--- src/rtl/mem_bus_arbiter.sv ---
// Two-master arbiter for the single-port SoC RAM bus: serialises whole
// transactions (IDLE -> ISSUE -> ACK) and returns a one-cycle ack plus read data.
module mem_bus_arbiter #(
    parameter int RR     = 1,
    parameter int ADDR_W = 32
) (
    input  logic              clk,
    input  logic              reset,
    input  logic              m0_req,
    input  logic [ADDR_W-1:0] m0_addr,
    input  logic [31:0]       m0_wdata,
    input  logic [3:0]        m0_wmask,
    output logic              m0_ack,
    output logic [31:0]       m0_rdata,
    input  logic              m1_req,
    input  logic [ADDR_W-1:0] m1_addr,
    input  logic [31:0]       m1_wdata,
    input  logic [3:0]        m1_wmask,
    output logic              m1_ack,
    output logic [31:0]       m1_rdata,
    output logic [ADDR_W-1:0] mem_addr,
    output logic              mem_rstrb,
    output logic [3:0]        mem_wmask,
    output logic [31:0]       mem_wdata,
    input  logic [31:0]       mem_rdata,
    output logic              busy
);

    typedef enum logic [1:0] {IDLE, ISSUE, ACK} state_t;

    state_t            state;
    state_t            state_next;
    logic              last_grant;
    logic              grant;
    logic [ADDR_W-1:0] addr_q;
    logic [31:0]       wdata_q;
    logic [3:0]        wmask_q;
    logic              eff_req0;
    logic              eff_req1;
    logic              arb;
    logic              win;

    // The master acked this cycle is masked so a held req is not replayed.
    always_comb begin
        state_next = state;
        arb        = 1'b0;
        win        = 1'b0;
        eff_req0   = m0_req & ~m0_ack;
        eff_req1   = m1_req & ~m1_ack;
        case (state)
            IDLE: begin
                if (eff_req0 | eff_req1) begin
                    arb        = 1'b1;
                    state_next = ISSUE;
                    if (eff_req0 & eff_req1)
                        win = (RR != 0) ? ~last_grant : 1'b0;
                    else
                        win = eff_req1;
                end
            end
            ISSUE:   state_next = ACK;
            ACK:     state_next = IDLE;
            default: state_next = IDLE;
        endcase
    end

    always_ff @(posedge clk) begin
        if (reset) begin
            state      <= IDLE;
            last_grant <= 1'b1;
            grant      <= 1'b0;
            addr_q     <= '0;
            wdata_q    <= '0;
            wmask_q    <= '0;
            m0_ack     <= 1'b0;
            m1_ack     <= 1'b0;
            m0_rdata   <= '0;
            m1_rdata   <= '0;
        end else begin
            state  <= state_next;
            m0_ack <= (state == ACK) && !grant;
            m1_ack <= (state == ACK) && grant;
            if (arb) begin
                grant      <= win;
                last_grant <= win;
                addr_q     <= win ? m1_addr  : m0_addr;
                wdata_q    <= win ? m1_wdata : m0_wdata;
                wmask_q    <= win ? m1_wmask : m0_wmask;
            end
            if (state == ACK && wmask_q == 4'b0000) begin
                if (grant)
                    m1_rdata <= mem_rdata;
                else
                    m0_rdata <= mem_rdata;
            end
        end
    end

    // Address/data hold their last registered value; strobes only fire in ISSUE.
    assign mem_addr  = addr_q;
    assign mem_wdata = wdata_q;
    assign mem_rstrb = (state == ISSUE) && (wmask_q == 4'b0000);
    assign mem_wmask = (state == ISSUE) ? wmask_q : 4'b0000;
    assign busy      = (state != IDLE);

endmodule

--- config.mk ---
export PLATFORM = sky130hd
export DESIGN_NAME = mem_bus_arbiter
export DESIGN_NICKNAME = d
export VERILOG_FILES = /design/src/rtl/mem_bus_arbiter.sv
export SDC_FILE = /design/constraint.sdc
export NUM_CORES = 1
export LEC_CHECK = 0
export ABC_AREA = 1
export BUFFER_PORTS_ARGS = -buffer_cell sky130_fd_sc_hd__buf_2
export CAP_MARGIN = 10
export CORE_AREA = 2 2 121 123
export CTS_CLUSTER_SIZE = 12
export DETAILED_ROUTE_END_ITERATION = 8
export DIE_AREA = 0 0 123 125
export GPL_ROUTABILITY_DRIVEN = 0
export PLACE_DENSITY = 0.8
export REMOVE_ABC_BUFFERS = 1
export SLEW_MARGIN = 10
export SYNTH_ARGS = -nofsm -noshare
export SYNTH_HDL_FRONTEND = slang
export SYNTH_SLANG_ARGS = --single-unit
--- constraint.sdc ---
create_clock -name clk -period 3.6 [get_ports clk]
set_input_delay 0.36 -clock clk [delete_from_list [all_inputs] [get_ports clk]]
set_output_delay 0.36 -clock clk [all_outputs]
set_load 0.005 [all_outputs]
* Word level (Yosys, flattened, before mapping)
Cells that the tools add are included.
Storage, ports and cells: word-level logic and storage cells 42, register bits after elaboration 138
Cells by class: bitwise gates (word level) 8, muxes and demuxes 11, reductions and logical operators 10, equality and inequality tests 3
Operator list (number):
- $mux 32 | 2
- $mux 4 | 2
- $mux 1 | 5
- $logic_and 1x1->1 | 4
- $logic_not 4->1 | 1
- $not 1->1 | 4
- $pmux 2 s2 | 1
- $reduce_and 2->1 | 2
- $and 1x1->1 | 3
- $eq 2x1->1 const B | 1
- $eq 2x2->1 const B | 1
- $logic_not 2->1 | 1
- $mux 2 | 1
- $ne 2x2->1 const B | 1
- $reduce_bool 2->1 | 1
- $logic_not 1->1 | 1
- $or 1x1->1 | 1

* Logic depth before layout (Yosys ltp)
depth after elaboration 7, depth in mapped cells 10, depth with buffers taken out 8

* Worst setup path after synthesis
Ideal clock, no wire load.
path kind register to register, start point reg wmask_q[3], end point reg m1_rdata[22], data required time 3.487 ns, path slack 2.383 ns, arrival time 1.104 ns, setup time 0.113 ns, stages on the path, launching flop included 8, cells stage by stage dfxtp_1 nor2_1 nand3_4 nor2_8 buf_6 nand2_1 nand2_1 nor2_1
Between the ends: cells in the longest elaborated chain, start to end 3
RTL lines:
- start: declaration | RTL line 37 | logic [3:0] wmask_q;
- start signal: assignment | RTL line 88 | wmask_q <= win ? m1_wmask : m0_wmask;
- $logic_not 4->1 | RTL line 90 | if (state == ACK && wmask_q == 4'b0000) begin
- $logic_and 1x1->1 | RTL line 90
- $reduce_and 2->1 (no source line)
- end signal: assignment | RTL line 92 | m1_rdata <= mem_rdata;
- end: declaration | RTL line 20 | output logic [31:0] m1_rdata,
Every way passes these cells. A chain may end at the register's enable or synchronous reset.

* Final worst setup path
start point reg state[0], end point reg wdata_q[22] (netlist: mem_wdata[22])
Between the ends: cells in the longest elaborated chain, start to end 3
RTL lines:
- start: declaration | RTL line 31 | state_t state;
- start signal: assignment | RTL line 80 | state <= state_next;
- $logic_not 2->1 (*) | RTL line 50 | case (state)
- $mux 1 | RTL line 50
- $mux 32 | RTL line 87 | wdata_q <= win ? m1_wdata : m0_wdata;
- end signal: assignment | RTL line 87
- end: declaration | RTL line 36 | logic [31:0] wdata_q;
Every way passes the cells marked *; elsewhere a longest branch is shown, timed or not.

==> results.sh <==
export IMPL_fp_row_count=44
export IMPL_tightest_slew_ns=1.08
export IMPL_fin_crit_ns=1.88
export IMPL_cts_tree="yes"
export IMPL_area_delta_synth_final_pct=31.5
export IMPL_io_buffers=307
export IMPL_first_pass_iters=6
export IMPL_syn_area_per_cell_um2=6.48
export IMPL_fin_total_pwr_uw=4280
export IMPL_power_density_nw_per_um2=500
export IMPL_synth_edf_count=0
export IMPL_nets=1447
export IMPL_grt_pass1_wl_um=30200
export IMPL_muxShareOfSynthArea_pct=0
export IMPL_cp_start_kind="flip-flop"
export IMPL_dieArea_um2=15400
export IMPL_seq_area_um2=2760
export IMPL_yosysUniqueCellTypes=19
export IMPL_fin_setup_tns_ns=0
export IMPL_critPathTopFamily="buffers and inverters"
export IMPL_grt_ovfl_total=0
export IMPL_slew_violations=0
export IMPL_path_max_fanout=53
export IMPL_maxSlewHeadroom_pct=28.1
export IMPL_cp_required_ns=3.90
export IMPL_ctsResizeCount=0
export IMPL_cp_num_buf_inv=3
export IMPL_start_util_pct=45.8
export IMPL_synth_top_family_by_area="simple AND/OR/NAND/NOR gates"
export IMPL_post_route_period_util_pct=52.4
export IMPL_drive_above_1_share_pct=27.6
export IMPL_clk_pin_slew_worst_paths_ns=0.06
export IMPL_leakage_uw=0.00494
export IMPL_viasPerCell=4.67
export IMPL_worstPathArrival_ns=2.19
export IMPL_pin_count=308
export IMPL_drv_cap=0
export IMPL_clk_latency_ns=0.41
export IMPL_max_freq_mhz=531
export IMPL_drt_iter0_drc=499
export IMPL_vias=6881
export IMPL_cts_root_buf="clkbuf_16"
export IMPL_worst_setup_path_type="reg2reg"
export IMPL_crit_slowest_cell="inv_2"
export IMPL_htreeDepth=4
export IMPL_final_hold_violation_count=0
export IMPL_fillers=1370
export IMPL_status="finished, final reports clean"
export IMPL_post_cts_setup_buffers=0
export IMPL_ant_nets=0
export IMPL_ys_ff_latch=138
export IMPL_grt_total_usage_pct=24.5
export IMPL_finalWirelength_um=18700
export IMPL_die_h_um=125
export IMPL_yosys_area_top_type="dfxtp_1"
export IMPL_synth_top_area_share_pct=42.5
export IMPL_fin_skew_ns=0.00796
export IMPL_synth_main_ff_cell="dfxtp_1"
export IMPL_yosysSeqAreaShare_pct=42.5
export IMPL_synth_most_common_cell="nand2_1"
export IMPL_rsz0062_at_grt="no"
export IMPL_syn_inst=1004
export IMPL_ir_worst_vdd_v=0.000303
export IMPL_setup_worst_path_end_class="flip-flop"
export IMPL_cts_sinks=138
export IMPL_synthAdderAreaFrac_pct=0
export IMPL_yosys_top_cells_area="dfxtp_1, nand2_1, nand3_1"
export IMPL_synthXorXnorAreaFrac_pct=0
export IMPL_dpl_hpwl_um=12700
export IMPL_synth_cell_area_um2=6500
export IMPL_hp_class="in2reg"
export IMPL_synth_common_cells="nand2_1, inv_1, dfxtp_1, nor2_1, nand3_1"
export IMPL_drc_errors=0
export IMPL_hold_buffers=0
export IMPL_synthSimpleGateAreaFrac_pct=36.2
export IMPL_die_w_um=123
export IMPL_clock_path_buffers=2
export IMPL_core_area_um2=14200
export IMPL_synthArstFlopShare_pct=0
export IMPL_cts_made_buffers=17
export IMPL_grt_pass1_vias=6381
export IMPL_wl_per_cell_um=12.7
export IMPL_critPathMaxStageDelay_ns=0.68
export IMPL_antenna_found_initial=2
export IMPL_setup_viol=0
export IMPL_multiInputGateArea_um2=2700
export IMPL_grt_start_max_net_pins=74
export IMPL_crit_chain="nor2_2, nand2_2, inv_2, buf_4, nand3_1, nand2_1, inv_1"
export IMPL_yosys_warnings=0
export IMPL_synth_compound_area_share_pct=5.31
-- stage by stage --
step                setup WS, ns  std cells  hold WS (ns)  area, um2  utilization [%]
floorplan                   1.12        942         0.429       6120                -
global placement            1.67       1440         0.457       7940             55.9
detailed placement          1.62       1440         0.466       7940             55.9
CTS                         1.70       1472         0.216       8550             60.2
global route                1.50       1474         0.243       8550             60.2
finish                      1.72       1474         0.234       8550             60.2
-- worst reg2reg max path, cell delays in order, from the launching register on --
cell and delay [ns]:
dfxtp_1 0.35, nor2_2 0.14, nand2_2 0.08, inv_2 0.68, buf_4 0.33, nand3_1 0.10, nand2_1 0.07, inv_1 0.04
-- power by group --
group | internal [uW] | switching [uW]
sequential | 1650 | 61.3
clock | 1170 | 624
combinational | 309 | 463
-- area by class of cell --
cell class	count	area share, %
multi-input combinational	627	31.5
timing repair buffer	314	18.6
tap	184	2.69
inverter	177	7.77
antenna	2	0.0585
clock inverter	8	1.67
clock buffer	24	5.40
sequential	138	32.3
-- cells in the final DEF (no fill, tap or decap) --
master      count
nor3_1          2
clkinv_2        3
clkinvlp_4      1
nand3_4         1
nor2_1        138
nand2_1       270
clkbuf_16      17
nor2_2          1
clkbuf_8        1
clkbuf_1        6
nand2_2         3
inv_1         172
diode_2         2
a21oi_1        69
nor2_4          2
buf_2         307
nand3_1       137
buf_4           7
dfxtp_1       138
nand3_2         2
inv_2           5
bufinv_16       4
nor2_8          2
-- layer usage --
layer,wire length (um),global-route usage [%]
met1,7540,28.3
met2,9070,41.1
met3,1300,6.61
met4,821,12.5
met5,0,0
-- cells by family after synthesis --
group	Yosys count
buf+inv	239
simple gates	558
flops	138
compound gates	69
-- path summary, 6_finish.rpt --
path | startpoint | endpoint | slack, ns | cells past startpoint
max | state[0] | mem_wdata[22] | 1.72 | 7
min | m0_wdata[6] | mem_wdata[6] | 0.23 | 5
min reg2reg | m1_rdata[30] | m1_rdata[30] | 0.47 | 2
max reg2reg | state[0] | mem_wdata[22] | 1.72 | 7
-- state kept, by name (all words and copies together), names as in the netlist --
register and count:
m1_ack 1, m1_rdata 32, state 2, m0_ack 1, wmask_q 4, mem_addr 32, grant 1, mem_wdata 32
m0_rdata 32, last_grant 1
Power figures use the tool's default switching activity.
